===== src/rtl/ddc_oct_pkg.sv =====
// Shared constants and state type for the oct DDC frame integrator.
package ddc_oct_pkg;

  // Component resolution of the oct DDC output and pad up to a 32-bit half-word.
  localparam int unsigned IN_RES = 30;
  localparam int unsigned IN_PAD = 32 - IN_RES;

  // Input word field positions.
  localparam int unsigned Q_LSB = 32;
  localparam int unsigned I_LSB = 0;

  // Config word field positions.
  localparam int unsigned EN_BIT  = 31;
  localparam int unsigned LEN_LSB = 0;

  typedef enum logic [0:0] {
    StIdle,
    StAcc
  } acc_state_e;

endpackage


===== src/rtl/ddc_acc_lane.sv =====
// One signed accumulate lane: sign-extends a sample and either loads or adds it.
module ddc_acc_lane #(
  parameter int unsigned IN_RES = 30,
  parameter int unsigned ACC_W  = 48
) (
  input  logic              clk_i,
  input  logic              rst_ni,
  input  logic              en_i,
  input  logic              first_i,
  input  logic [IN_RES-1:0] sample_i,
  output logic [ACC_W-1:0]  sum_o
);

  logic [ACC_W-1:0] acc_q, acc_d, sample_ext;

  assign sample_ext = {{(ACC_W-IN_RES){sample_i[IN_RES-1]}}, sample_i};

  // First sample of a frame replaces the stale partial sum.
  always_comb begin
    sum_o = first_i ? sample_ext : acc_q + sample_ext;
    acc_d = en_i ? sum_o : acc_q;
  end

  // Partial-sum register.
  always_ff @(posedge clk_i or negedge rst_ni) begin
    if (!rst_ni) acc_q <= '0;
    else         acc_q <= acc_d;
  end

endmodule


===== src/rtl/ddc_oct_acc.sv =====
// Frame integrator for the oct DDC I/Q stream with an AXI-Stream result port.
module ddc_oct_acc
  import ddc_oct_pkg::*;
#(
  parameter int unsigned LEN_W  = 16,
  parameter int unsigned IN_RES = ddc_oct_pkg::IN_RES,
  parameter int unsigned ACC_W  = 48
) (
  input  logic         s_axis_aclk,
  input  logic         s_axis_aresetn,
  input  logic [63:0]  s_axis_ddc_tdata,
  input  logic         s_axis_ddc_tvalid,
  output logic         s_axis_ddc_tready,
  input  logic [31:0]  s_axis_cfg_tdata,
  input  logic         s_axis_cfg_tvalid,
  output logic [127:0] m_axis_acc_tdata,
  output logic [31:0]  m_axis_acc_tuser,
  output logic         m_axis_acc_tvalid,
  input  logic         m_axis_acc_tready,
  output logic         overflow
);

  acc_state_e       state_q, state_d;
  logic [LEN_W-1:0] len_q, len_d;    // N-1 of the running frame
  logic [LEN_W-1:0] pend_q, pend_d;
  logic             pend_vld_q, pend_vld_d;
  logic [LEN_W-1:0] cnt_q, cnt_d;
  logic [31:0]      fidx_q, fidx_d;
  logic [ACC_W-1:0] out_i_q, out_i_d, out_q_q, out_q_d;
  logic [31:0]      tuser_q, tuser_d;
  logic             tvalid_q, tvalid_d;
  logic             ovf_q, ovf_d;

  logic             cfg_en, abort, accept, first, last, complete;
  logic [LEN_W-1:0] cfg_len;
  logic [ACC_W-1:0] sum_i, sum_q;
  logic             unused_bits;

  assign cfg_en   = s_axis_cfg_tdata[EN_BIT];
  assign cfg_len  = s_axis_cfg_tdata[LEN_LSB +: LEN_W];
  assign abort    = s_axis_cfg_tvalid && !cfg_en;
  assign accept   = (state_q == StAcc) && s_axis_ddc_tvalid && !abort;
  assign first    = (cnt_q == '0);
  assign last     = (cnt_q == len_q);
  assign complete = accept && last;

  assign unused_bits = ^{s_axis_ddc_tdata[63:Q_LSB+IN_RES], s_axis_ddc_tdata[Q_LSB-1:I_LSB+IN_RES],
                         s_axis_cfg_tdata[EN_BIT-1:LEN_LSB+LEN_W]};

  ddc_acc_lane #(.IN_RES(IN_RES), .ACC_W(ACC_W)) u_lane_i (
    .clk_i    (s_axis_aclk),
    .rst_ni   (s_axis_aresetn),
    .en_i     (accept),
    .first_i  (first),
    .sample_i (s_axis_ddc_tdata[I_LSB +: IN_RES]),
    .sum_o    (sum_i)
  );

  ddc_acc_lane #(.IN_RES(IN_RES), .ACC_W(ACC_W)) u_lane_q (
    .clk_i    (s_axis_aclk),
    .rst_ni   (s_axis_aresetn),
    .en_i     (accept),
    .first_i  (first),
    .sample_i (s_axis_ddc_tdata[Q_LSB +: IN_RES]),
    .sum_o    (sum_q)
  );

  // Control FSM, frame counting and output register next-state.
  always_comb begin
    state_d    = state_q;
    len_d      = len_q;
    pend_d     = pend_q;
    pend_vld_d = pend_vld_q;
    cnt_d      = cnt_q;
    fidx_d     = fidx_q;
    out_i_d    = out_i_q;
    out_q_d    = out_q_q;
    tuser_d    = tuser_q;
    tvalid_d   = tvalid_q;
    ovf_d      = ovf_q;

    if (tvalid_q && m_axis_acc_tready) tvalid_d = 1'b0;

    unique case (state_q)
      StIdle: begin
        if (s_axis_cfg_tvalid && cfg_en) begin
          len_d      = cfg_len;
          cnt_d      = '0;
          fidx_d     = '0;
          ovf_d      = 1'b0;
          pend_vld_d = 1'b0;
          state_d    = StAcc;
        end
      end
      StAcc: begin
        if (abort) begin
          cnt_d      = '0;
          pend_vld_d = 1'b0;
          state_d    = StIdle;
        end else begin
          if (accept) begin
            if (last) begin
              cnt_d = '0;
              if (pend_vld_q) begin
                len_d      = pend_q;
                pend_vld_d = 1'b0;
              end
            end else begin
              cnt_d = cnt_q + LEN_W'(1);
            end
          end
          // A write landing on the final sample already sits on the boundary.
          if (s_axis_cfg_tvalid) begin
            if (complete) begin
              len_d      = cfg_len;
              pend_vld_d = 1'b0;
            end else begin
              pend_d     = cfg_len;
              pend_vld_d = 1'b1;
            end
          end
        end
      end
      default: state_d = StIdle;
    endcase

    if (complete) begin
      if (!tvalid_q || m_axis_acc_tready) begin
        out_i_d  = sum_i;
        out_q_d  = sum_q;
        tuser_d  = fidx_q;
        tvalid_d = 1'b1;
      end else begin
        ovf_d = 1'b1;
      end
      fidx_d = fidx_q + 32'd1;
    end
  end

  // State and output registers.
  always_ff @(posedge s_axis_aclk or negedge s_axis_aresetn) begin
    if (!s_axis_aresetn) begin
      state_q    <= StIdle;
      len_q      <= '0;
      pend_q     <= '0;
      pend_vld_q <= 1'b0;
      cnt_q      <= '0;
      fidx_q     <= '0;
      out_i_q    <= '0;
      out_q_q    <= '0;
      tuser_q    <= '0;
      tvalid_q   <= 1'b0;
      ovf_q      <= 1'b0;
    end else begin
      state_q    <= state_d;
      len_q      <= len_d;
      pend_q     <= pend_d;
      pend_vld_q <= pend_vld_d;
      cnt_q      <= cnt_d;
      fidx_q     <= fidx_d;
      out_i_q    <= out_i_d;
      out_q_q    <= out_q_d;
      tuser_q    <= tuser_d;
      tvalid_q   <= tvalid_d;
      ovf_q      <= ovf_d;
    end
  end

  assign s_axis_ddc_tready = s_axis_aresetn;
  assign m_axis_acc_tdata  = {{(64-ACC_W){out_q_q[ACC_W-1]}}, out_q_q,
                              {(64-ACC_W){out_i_q[ACC_W-1]}}, out_i_q};
  assign m_axis_acc_tuser  = tuser_q;
  assign m_axis_acc_tvalid = tvalid_q;
  assign overflow          = ovf_q;

endmodule


===== config.mk =====
export PLATFORM = sky130hd
export DESIGN_NAME = ddc_oct_acc
export DESIGN_NICKNAME = d
export VERILOG_FILES = /design/src/rtl/ddc_oct_pkg.sv /design/src/rtl/ddc_acc_lane.sv /design/src/rtl/ddc_oct_acc.sv
export SDC_FILE = /design/constraint.sdc
export NUM_CORES = 1
export LEC_CHECK = 0
export BUFFER_PORTS_ARGS = -buffer_cell sky130_fd_sc_hd__clkbuf_2
export CAP_MARGIN = 15
export CELL_PAD_IN_SITES_DETAIL_PLACEMENT = 1
export CELL_PAD_IN_SITES_GLOBAL_PLACEMENT = 1
export CORE_ASPECT_RATIO = 1.75
export CORE_MARGIN = 2
export CORE_UTILIZATION = 44
export CTS_BUF_LIST = sky130_fd_sc_hd__clkbuf_16
export DETAILED_ROUTE_END_ITERATION = 7
export PLACE_DENSITY = 0.9
export SYNTH_ARGS = -nofsm -noshare
export SYNTH_HDL_FRONTEND = slang
export SYNTH_SLANG_ARGS = --single-unit

===== constraint.sdc =====
create_clock -name s_axis_aclk -period 4 [get_ports s_axis_aclk]
set_input_delay 0.2 -clock s_axis_aclk [delete_from_list [all_inputs] [get_ports s_axis_aclk]]
set_output_delay 0.2 -clock s_axis_aclk [all_outputs]
set_load 0.05 [all_outputs]

==> results_dict.tcl <==
set metrics [dict create \
    fp.coreArea_um2 41700 \
    holdPathStages 5 \
    drt-vias-per-instance 5.82 \
    synth_compound_gate_area_share 0.214 \
    drv_slew 0 \
    gr-total-overflow 0 \
    syn_area_per_cell_um2 8.54 \
    p_per_area_nw_per_um2 641 \
    cts_buffers 31 \
    cts_num_sinks 308 \
    dpl.cell_count 2841 \
    synth_common_cells "416 x nand2_1, 308 x dfrtp_1, 235 x o21ai_0, 193 x a21oi_1, 134 x nor2_1" \
    max_freq_mhz 268 \
    grt_max_degree 151 \
    hold_path_end "u_lane_i.acc_q[26]" \
    synthTopCellsByArea "dfrtp_1 41%, nand2_1 8.4%, ha_1 6.5%" \
    synth_flop_cell "dfrtp_1" \
    drt-pass1-iter-count 5 \
    setup_viol 0 \
    post_cts_buffers 0 \
    rsz0062_at_grt "false" \
    num_vias 17073 \
    hold_violations 0 \
    dieArea_um2 44000 \
    synth_top_family_by_area "compound AO/OA/AOI/OAI gates" \
    clockBufferDepth 3 \
    relSlewSlack 0.380 \
    track_usage 0.260 \
    synth.largest_area_cell "dfrtp_1" \
    routed_wl_um 57900 \
    die_y_um 276 \
    timing.hold.ws_ns 0.0199 \
    gp_congestion 0.896 \
    path_cells "ha_1 -> inv_1 -> fa_1 -> nor2b_1 -> o21a_1 -> o21ai_0 -> a21oi_1 -> o221ai_1 -> a211oi_1 -> or2_1 -> a31oi_1 -> mux2_2 -> o2111ai_1 -> mux2_2" \
    outcome "finished clean" \
    ys_seq_elements 308 \
    drtIter0Drc 644 \
    syn_inst 2179 \
    grt_pass1_vias 18829 \
    synthArstFlopShare 1.00 \
    post-route-util 0.515 \
    worstReg2RegStart "u_lane_i.acc_q[0]" \
    netlist.area_leader.share 0.414 \
    root_buffer "clkbuf_16" \
    worstPathRequired_ns 4.46 \
    synth.area.mux_share 0.0306 \
    num_rows 99 \
    crit_fanout 5 \
    hpwl_um 41700 \
    cp_data_arrival_time_ns 4.19 \
    synth_xor_area_frac 0.0490 \
    endpoint_kind "flip-flop" \
    pre_cts_ws_ns 0.271 \
    worst_setup_path_start_kind "flip-flop" \
    areaGrowthSynthToFinish_pct 15.5 \
    finalWorstSetupSlack_ns 0.267 \
    synth_fa_ha_area_frac 0.0674 \
    critPathSlowestCell "a211oi_1" \
    synth_most_common_cell "nand2_1" \
    yosysWarnings 0 \
    drive_above_1_share 0.157 \
    worstHoldStart "s_axis_ddc_tdata[26]" \
    ant_nets 0 \
    drcViolationCount 0 \
    r2r_slack_ns 0.27 \
    port_buffers 244 \
    ys_types 76 \
    cts_tree "yes" \
    clock_latency_ns 0.59 \
    wire_per_inst_um 19.7 \
    leakagePower_nw 10.6 \
    critPathKind "flip-flop to flip-flop" \
    clk_pin_slew_worst_paths_ns 0.07 \
    fin_worst_skew_ns 0.0167 \
    timing.final.crit_share 0.933 \
    fin_tns_setup_ns 0 \
    fin_area_um2 21500 \
    yosys.area_share.simple 0.178 \
    min_path_type "input pin to flip-flop" \
    stdcell_count 2936 \
    final.min_clock_period_ns 3.73 \
    synth_seq_area_share 0.414 \
    antenna_found_initial 2 \
    synth_edf_count 0 \
    die_w_um 159 \
    syn_nets 2379 \
    initial_utilization 0.446 \
    drv_cap 0 \
    nNetsFinal 2558 \
    tightestPinTransition_ns 0.930 \
    grt_first_pass_wirelength_um 94800 \
    netlist_area_um2 18600 \
    power_mw 13.8 \
    cp_common_cell "mux2_2" \
    regToRegEndpoint "u_lane_i.acc_q[44]" \
    slowest_delay_ns 0.40 \
    reg2reg_depth 14 \
    ir_drop_mv 0.409 \
    ios 264 \
    cts_max_level 1 \
    placed_cell_area_um2 20000 \
]
## repair_timing
item	in CTS	in global routing
endpoints found under the setup margin	0	1
resized for setup	0	1
endpoints found under the hold margin	139	0
hold buffers	39	0
## kinds of logic (layout without fill, tap and decap cells)
kind of cell / after synthesis / after routing
and+or+nand+nor: 760 / 760
AOI/OAI and AO/OA: 664 / 664
DFF: 308 / 308
buffers and inverters: 191 / 392
xor gates and xnor gates: 104 / 104
adders and majority gates: 99 / 99
muxes: 53 / 53
other: 0 / 1
## worst max-delay path, delay by kind of cell, from the launching register on
family                   cells  cell delay [ns]
AO/OA/AOI/OAI                7             1.56
buffers and inverters        1             0.07
flip-flops                   1             0.35
AND/OR/NAND/NOR              2             0.47
multiplexers                 2             0.55
adder cells (fa/ha/maj)      2             0.59
## registers in the layout, summed over array words and instances, names as in the netlist, 16 cells and up
name	cells
fidx_q	32
out_q_q	48
m_axis_acc_tuser	32
len_q	16
cnt_q	16
out_i_q	48
u_lane_i.acc_q	48
u_lane_q.acc_q	48
pend_q	16
## placed cells by master, fill, tap and decap left out, types with 25 or more instances in the layout
| master | synthesis | routed |
|---|---|---|
| nand2_1 | 416 | 415 |
| dlygate4sd3_1 | 0 | 39 |
| clkbuf_2 | 0 | 243 |
| nand3_1 | 58 | 57 |
| xor2_1 | 56 | 56 |
| xnor2_1 | 48 | 48 |
| inv_1 | 31 | 33 |
| and3_1 | 30 | 30 |
| o21ai_0 | 235 | 235 |
| clkbuf_16 | 0 | 31 |
| a31oi_1 | 26 | 25 |
| dfrtp_1 | 308 | 308 |
| a21oi_1 | 193 | 193 |
| a21o_1 | 60 | 60 |
| ha_1 | 97 | 97 |
| mux2_2 | 31 | 31 |
| nor2_1 | 134 | 134 |
## how the worst max path moves through the flow
stage / depth (start not counted) / from / to
2_1_floorplan: 12 / u_lane_i.acc_q[4] / out_i_q[47]
6_report: 14 / u_lane_i.acc_q[0] / u_lane_i.acc_q[44]
3_5_place_dp: 12 / u_lane_q.acc_q[12] / out_q_q[47]
4_1_cts: 14 / u_lane_i.acc_q[0] / u_lane_i.acc_q[44]
3_3_place_gp: 14 / u_lane_i.acc_q[0] / out_i_q[44]
5_1_grt: 14 / u_lane_i.acc_q[0] / out_i_q[44]
## final cells by class
| type | instances | area (um^2) |
|---|---|---|
| Clock inverter | 24 | 278 |
| Clock buffer | 31 | 776 |
| Sequential cell | 308 | 7710 |
| Tap cell | 555 | 694 |
| Antenna cell | 1 | 2.50 |
| Fill cell | 4979 | 20300 |
| Inverter | 31 | 116 |
| Multi-Input combinational cell | 1680 | 10100 |
| Timing Repair Buffer | 306 | 1840 |
## power breakdown
part | internal (mW) | switching, mW | leakage, nW
Combinational | 2.57 | 4.00 | 5.98
Clock | 1.80 | 1.32 | 0.528
Sequential | 3.67 | 0.418 | 4.06
## metal layers
layer / vias up / GRT usage / part of all wire
met2: 460 / 0.498 / 0.53
met5: - / 0 / 0.00021
met4: 2 / 0.149 / 0.064
li1: 7980 / - / -
met1: 8409 / 0.269 / 0.36
met3: 222 / 0.0342 / 0.039
(Power assumes the default switching activity.)
